--- src/rtl/dma_engine.sv ---
// Purpose : two-beat command responder that copies words between device and memory space over a shared bus.
// Latency : bus_req one cycle after beat1, first RD one cycle after bus_gnt, 2 cycles/word, done_irq on DONE entry.
// Backpress: bus_gnt stalls the engine in REQ; cmd_valid is ignored while a transfer is in flight.
//
// Ports:
//   clk, rst              clock (rising) and async active-low reset
//   cmd_valid/addr/data   command beats: beat0 = device addr + word count,
//                         beat1 = memory addr + direction (bit0: 1 = dev->mem)
//   done_irq, irq_ack     level completion interrupt and its acknowledge
//   bus_req, bus_gnt      shared-bus arbitration handshake
//   bus_oe, m_addr, m_w_notr, m_wdata, m_rdata   bus master signals

module dma_engine #(
    parameter int SZ  = 8,
    parameter int WSZ = 8
) (
    input  logic           clk,
    input  logic           rst,
    input  logic           cmd_valid,
    input  logic [SZ-1:0]  cmd_addr,
    input  logic [WSZ-1:0] cmd_data,
    output logic           done_irq,
    input  logic           irq_ack,
    output logic           bus_req,
    input  logic           bus_gnt,
    output logic           bus_oe,
    output logic [SZ-1:0]  m_addr,
    output logic           m_w_notr,
    output logic [WSZ-1:0] m_wdata,
    input  logic [WSZ-1:0] m_rdata
);

    typedef enum logic [2:0] {
        IDLE = 3'd0,
        CMD1 = 3'd1,
        REQ  = 3'd2,
        RD   = 3'd3,
        WR   = 3'd4,
        DONE = 3'd5
    } state_t;

    state_t         state;
    logic [SZ-1:0]  dev_addr;
    logic [SZ-1:0]  src;
    logic [SZ-1:0]  dst;
    logic [WSZ-1:0] count;

    // m_wdata doubles as the read buffer: it captures m_rdata at the end of RD
    // and is presented during the following WR.
    always_ff @(posedge clk or negedge rst) begin
        if (!rst) begin
            state    <= IDLE;
            dev_addr <= '0;
            src      <= '0;
            dst      <= '0;
            count    <= '0;
            done_irq <= 1'b0;
            bus_req  <= 1'b0;
            bus_oe   <= 1'b0;
            m_addr   <= '0;
            m_w_notr <= 1'b0;
            m_wdata  <= '0;
        end else begin
            // Acknowledge clears by default; a DONE entry later in this block
            // overrides it so that a coincident set wins.
            if (irq_ack) begin
                done_irq <= 1'b0;
            end

            case (state)
                IDLE: begin
                    if (cmd_valid) begin
                        dev_addr <= cmd_addr;
                        count    <= cmd_data;
                        done_irq <= 1'b0;
                        state    <= CMD1;
                    end
                end

                CMD1: begin
                    if (cmd_valid) begin
                        // Resolve direction once into source/destination pointers.
                        src <= cmd_data[0] ? dev_addr : cmd_addr;
                        dst <= cmd_data[0] ? cmd_addr : dev_addr;
                        if (count != '0) begin
                            bus_req <= 1'b1;
                            state   <= REQ;
                        end else begin
                            done_irq <= 1'b1;
                            state    <= DONE;
                        end
                    end
                end

                REQ: begin
                    if (bus_gnt) begin
                        bus_oe   <= 1'b1;
                        m_w_notr <= 1'b0;
                        m_addr   <= src;
                        state    <= RD;
                    end
                end

                RD: begin
                    m_wdata  <= m_rdata;
                    m_addr   <= dst;
                    m_w_notr <= 1'b1;
                    state    <= WR;
                end

                WR: begin
                    src      <= src + 1'b1;
                    dst      <= dst + 1'b1;
                    count    <= count - 1'b1;
                    m_w_notr <= 1'b0;
                    if (count == WSZ'(1)) begin
                        // Last word: release the bus; m_addr/m_wdata hold.
                        bus_oe   <= 1'b0;
                        bus_req  <= 1'b0;
                        done_irq <= 1'b1;
                        state    <= DONE;
                    end else begin
                        m_addr <= src + 1'b1;
                        state  <= RD;
                    end
                end

                DONE: begin
                    state <= IDLE;
                end

                default: begin
                    state <= IDLE;
                end
            endcase
        end
    end

endmodule

--- config.mk ---
export PLATFORM = sky130hd
export DESIGN_NAME = dma_engine
export DESIGN_NICKNAME = d
export VERILOG_FILES = /design/src/rtl/dma_engine.sv
export SDC_FILE = /design/constraint.sdc
export NUM_CORES = 1
export LEC_CHECK = 0
export ABC_AREA = 1
export CAP_MARGIN = 10
export CORE_MARGIN = 2
export CORE_UTILIZATION = 60
export CTS_BUF_LIST = sky130_fd_sc_hd__clkbuf_8
export DETAILED_ROUTE_END_ITERATION = 6
export PLACE_DENSITY = 0.88
export SYNTH_ARGS = -nofsm -noshare
export SYNTH_HDL_FRONTEND = slang
export SYNTH_SLANG_ARGS = --single-unit
export TNS_END_PERCENT = 30
--- constraint.sdc ---
create_clock -name clk -period 4.4 [get_ports clk]
set_clock_uncertainty 0.05 [all_clocks]
set_input_delay 0.44 -clock clk [delete_from_list [all_inputs] [get_ports clk]]
set_output_delay 0.44 -clock clk [all_outputs]
set_load 0.05 [all_outputs]
**Word level (Yosys, flattened, before mapping)**

Index checks and enable logic that the tools add are counted.

- Register bits after elaboration: 55
- Bits of input ports: 29
- Output and inout bits: 20
- Logic and storage cells: 70

- Add/subtract/negate cells: 3
- Equal/unequal tests: 11
- Muxes and demuxes: 31
- Reductions and logical operators: 14

Operators by type and width:

| operator | number |
|---|---|
| $mux W8 | 7 |
| $pmux W8 S2 | 3 |
| $pmux W8 S3 | 1 |
| $add A8 B1 Y8 const B | 2 |
| $mux W3 | 5 |
| $pmux W3 S5 | 1 |
| $ne A2 B2 Y1 const B | 6 |
| $mux W1 | 10 |
| $reduce_and A3 Y1 | 3 |
| $eq A8 B1 Y1 const B | 1 |
| $reduce_and A2 Y1 | 4 |
| $reduce_bool A8 Y1 | 1 |
| $sub A8 B1 Y8 const B | 1 |
| $eq A3 B2 Y1 const B | 2 |
| $pmux W1 S3 | 2 |
| $reduce_bool A2 Y1 | 3 |
| $pmux W1 S2 | 2 |
| $reduce_and A4 Y1 | 1 |
| $eq A3 B1 Y1 const B | 1 |
| $eq A3 B3 Y1 const B | 1 |
| $logic_not A3 Y1 | 1 |
| $reduce_bool A3 Y1 | 1 |

**Logic depth before layout (Yosys ltp)**

- Depth after elaboration: 4
- Gate-level depth with buffers: 9
- Depth with buffers taken out: 9

**Worst setup path after synthesis**

Ideal clock, no wire load.

- Path type: register -> register
- From: reg state[1]
- To: reg dst[6]
- Setup time: 126 ps
- Arrival: 1211 ps
- Required time: 4224 ps
- Path slack: 3013 ps
- Stages on the path, launching flop included: 8
- Buffers on the path: 1
- Clock period less this slack: 1387 ps
- Cells stage by stage: dfrtp_1 > nor2_2 > nand2_2 > nor2_4 > inv_4 > buf_4 > o21ai_0 > a21oi_1

- Longest elaborated chain between the ends: 3
- Elaborated cells between the ends (all ways): 6
- Classes of those cells: 3 x eq/ne; 1 x mux; 2 x reduce/logical

RTL lines:

| what | RTL line | RTL |
|---|---|---|
| from (decl) | 42 | `state_t state;` |
| from (signal assigned) | 52 | `state <= IDLE;` |
| from (signal assigned) | 76 | `state <= CMD1;` |
| from (signal assigned) | 87 | `state <= REQ;` |
| $eq A3 B1 Y1 / $eq A3 B3 Y1 (equally long branches) | 70 | `case (state)` |
| $ne A2 B2 Y1 (no line) / $reduce_bool A2 Y1 (equally long branches) | - |  |
| $reduce_and A2 Y1 (no line) | - |  |
| to (signal assigned) | 84 | `dst <= cmd_data[0] ? cmd_addr : dev_addr;` |
| to (signal assigned) | 113 | `dst <= dst + 1'b1;` |
| to (decl) | 45 | `logic [SZ-1:0] dst;` |

Parallel ways exist; a longest one is shown, timed or not.
A chain may end at the register's enable or synchronous reset.

**Worst setup path in the final report**

- From: reg state[0]
- To: reg count[6]

- Longest elaborated chain between the ends: 3
- Elaborated cells between the ends (all ways): 6
- Classes of those cells: 2 x eq/ne; 1 x mux; 3 x reduce/logical

RTL lines:

| what | RTL line | RTL |
|---|---|---|
| $eq A3 B3 Y1 / $logic_not A3 Y1 (equally long branches) | 70 |  |
| $reduce_bool A2 Y1 (no line) / $ne A2 B2 Y1 (equally long branches) | - |  |
| $reduce_and A2 Y1 (no line) | - |  |
| to (signal assigned) | 74 | `count <= cmd_data;` |
| to (signal assigned) | 114 | `count <= count - 1'b1;` |
| to (decl) | 46 | `logic [WSZ-1:0] count;` |

Parallel ways exist; a longest one is shown, timed or not.

==> metrics.md <==
| Metric | Value |
|---|---|
| Crit-path leading delay family | simple AND/OR/NAND/NOR gates |
| Design area | 3700 µm² |
| LEAKAGE | 1.81 nW |
| Worst-path cell chain | nor2_4, nand3_1, inv_2, a21oi_1, o21bai_1, nand2_1 |
| Final GP Congestion | 0.854 |
| Yosys warns | 0 |
| Syn Inst Count | 418 |
| Post-CTS sizing | 0 |
| DP Area | 3580 µm² |
| # rows | 26 |
| Crit path DAT | 2.27 ns |
| Port Buffers | 48 |
| Synth Area per Inst | 7.43 µm² |
| Wirelength, routed | 6.79 mm |
| Root Driver | clkbuf_8 |
| Hold_ws | 0.169 ns |
| Max Fclk | 484 MHz |
| Clock Pin Slew Worst Setup and Hold Paths | 0.11 ns |
| CP Buf/Inv Count | 1 |
| Initial DRC Count | 215 |
| RSZ-0062 raised after global routing | no |
| Largest net degree at the start of global routing | 56 |
| Via density | 5.30 |
| ANT cells | 0 |
| HP Class | input port to asynchronous set/reset pin |
| Final min period | 2.07 ns |
| Fraction of layout cells with a size suffix above 1 | 5.86% |
| Fin crit share | 46.9% |
| Drt first pass iters | 4 |
| Worst-Margin Slew | 0.882 ns |
| Post-CTS Hold Buffers | 0 |
| Slew headroom | 41.0% |
| Critical path type | register to register |
| Synth area leader | dfrtp_1 |
| Skew-Pair Late Insertion Delay | 0.32 ns |
| First-pass GRT wire length | 12.0 mm |
| Nets | 494 |
| Routed vias | 2,816 |
| P&R area growth vs syn | 19.1% |
| Slew Viols, Final | 0 |
| CTS buffer count | 5 |
| Drt wl/cell | 12.8 µm |
| Die Footprint | 5770 µm² |
| Core ar. | 5040 µm² |
| Syn nets | 452 |
| Vias in the first global route | 2,665 |
| Worst path slowest cell | nand3_1 |
| Sequential fraction of the synthesis area | 44.3% |
| Startpoint types | register |
| # setup viols final | 0 |
| Status | completed |
| Synth cell types | 34 |
| Setup TNS Final | 0 ns |
| # clock sinks | 55 |
| Htree depth | 2 |
| Die X | 75.9 µm |
| Worst-case vdd ir drop | 0.000333 V |
| Synth Cell Area | 3110 µm² |
| Gr usage total | 25.0% |
| Routed Antenna Nets | 0 |
| Post-synth top area share | 44.3% |
| CP Capture Type | register |
| Grt ovf | 0 |
| Top area cells in the synthesized netlist | dfrtp_1 (44%), nand2_1 (17%), o21ai_0 (5.2%), nor2_1 (5.0%), inv_1 (4.8%) |
| Power density over the cells | 743 nW/µm² |
| Die Span Y | 75.9 µm |
| CP max stage delay | 0.55 ns |
| HPWL after detailed placement | 4.79 mm |
| CP Data Required Time | 4.61 ns |
| MaxCap Viol Count | 0 |
| Ports | 49 |
| Clock buffer depth | 2 |
| CTS tree | done |
| Hold Fails Final Rpt | 0 |
| Initial Utilization | 61.6% |
| Initial antenna violation count | 0 |
| Critical Path Fanout Max | 21 |
| Detailed-route DRC error count | 0 |
| Number of post-CTS setup repair buffers | 0 |
| Yosys reg bits | 55 |
## cells by family (layout without fill, tap and decap cells)
group           count (synthesis)  count (layout)  synth area share (%)
flops                          55              55                  44.3
compound gates                 76              76                  13.9
buf+inv                        59             102                  8.58
fa+ha+maj                       5               5                  2.01
simple gates                  222             222                  30.9
xor+xnor                        1               1                 0.282
## worst paths after layout
path | from | slack (ns) | cells after the start | end
max | state[0] | 2.33 | 6 | count[6]
min reg2reg | m_addr[7] | 0.43 | 2 | m_addr[7]
min in group clk | m_addr[7] | 0.43 | 2 | m_addr[7]
min | rst | 0.17 | 2 | m_wdata[1]
max reg2reg | state[0] | 2.33 | 6 | count[6]
max in group asynchronous | rst | 3.65 | 2 | dev_addr[7]
## power by group
group,switching [mW],internal [mW]
logic,0.942,0.497
clock network,0.177,0.173
registers,0.209,0.750
total,1.33,1.42
## layout by cell type, fill, tap and decap left out, types with 2 or more instances in the layout
master,n
ha_1,5
o21ai_0,32
nor2_4,3
inv_2,3
dfrtp_1,55
nand2_1,139
nand3_4,2
o211ai_1,9
o22ai_1,4
inv_4,2
inv_1,40
clkdlybuf4s50_1,47
nor2_1,41
clkbuf_8,5
nor3_1,2
a21oi_1,18
o21ai_1,4
a31oi_1,5
nand3_1,27
nand2_2,2
## synth_stat cells (all sizes together)
library cell  instances
nand2               143
dfrtp                55
inv                  45
nor2                 45
o21ai                36
nand3                29
a21oi                18
buf                  11
o211ai               10
a31oi                 5
ha                    5
o22ai                 4
clkbuf                3
nor3                  2
a22o                  1
nand3b                1
nand4                 1
o21bai                1
o311ai                1
or2                   1
xor2                  1
## area by class of cell
type / count / area, µm²
Clock inverter: 3 / 47.5
Multi-Input combinational cell: 304 / 1460
Sequential cell: 55 / 1380
Timing Repair Buffer: 49 / 483
Fill cell: 424 / 1340
Clock buffer: 5 / 68.8
Inverter: 45 / 174
Tap cell: 70 / 87.6
## registers in the layout (all words and copies together), names as in the netlist
name      count
bus_oe        1
bus_req       1
count         8
dev_addr      8
done_irq      1
dst           8
m_addr        8
m_w_notr      1
m_wdata       8
src           8
state         3
## per-stage QoR
stage	instances	power, mW	worst slack, ns	util (%)
floorplan	418	2.00	3.01	-
global placement	523	2.33	2.14	71.1
detailed placement	523	2.39	2.04	71.1
CTS	531	2.75	2.33	73.4
global route	531	2.97	2.16	73.4
finish	531	2.75	2.33	73.4
## metal layers
metal	vias to the layer above	GRT usage (%)	share of wire (%)
met5	-	0	0
met4	0	5.64	1.1
met3	7	4.76	5.2
met2	73	44.1	49
met1	1302	32.3	44
li1	1434	-	-
Power figures use the tool's default switching activity.
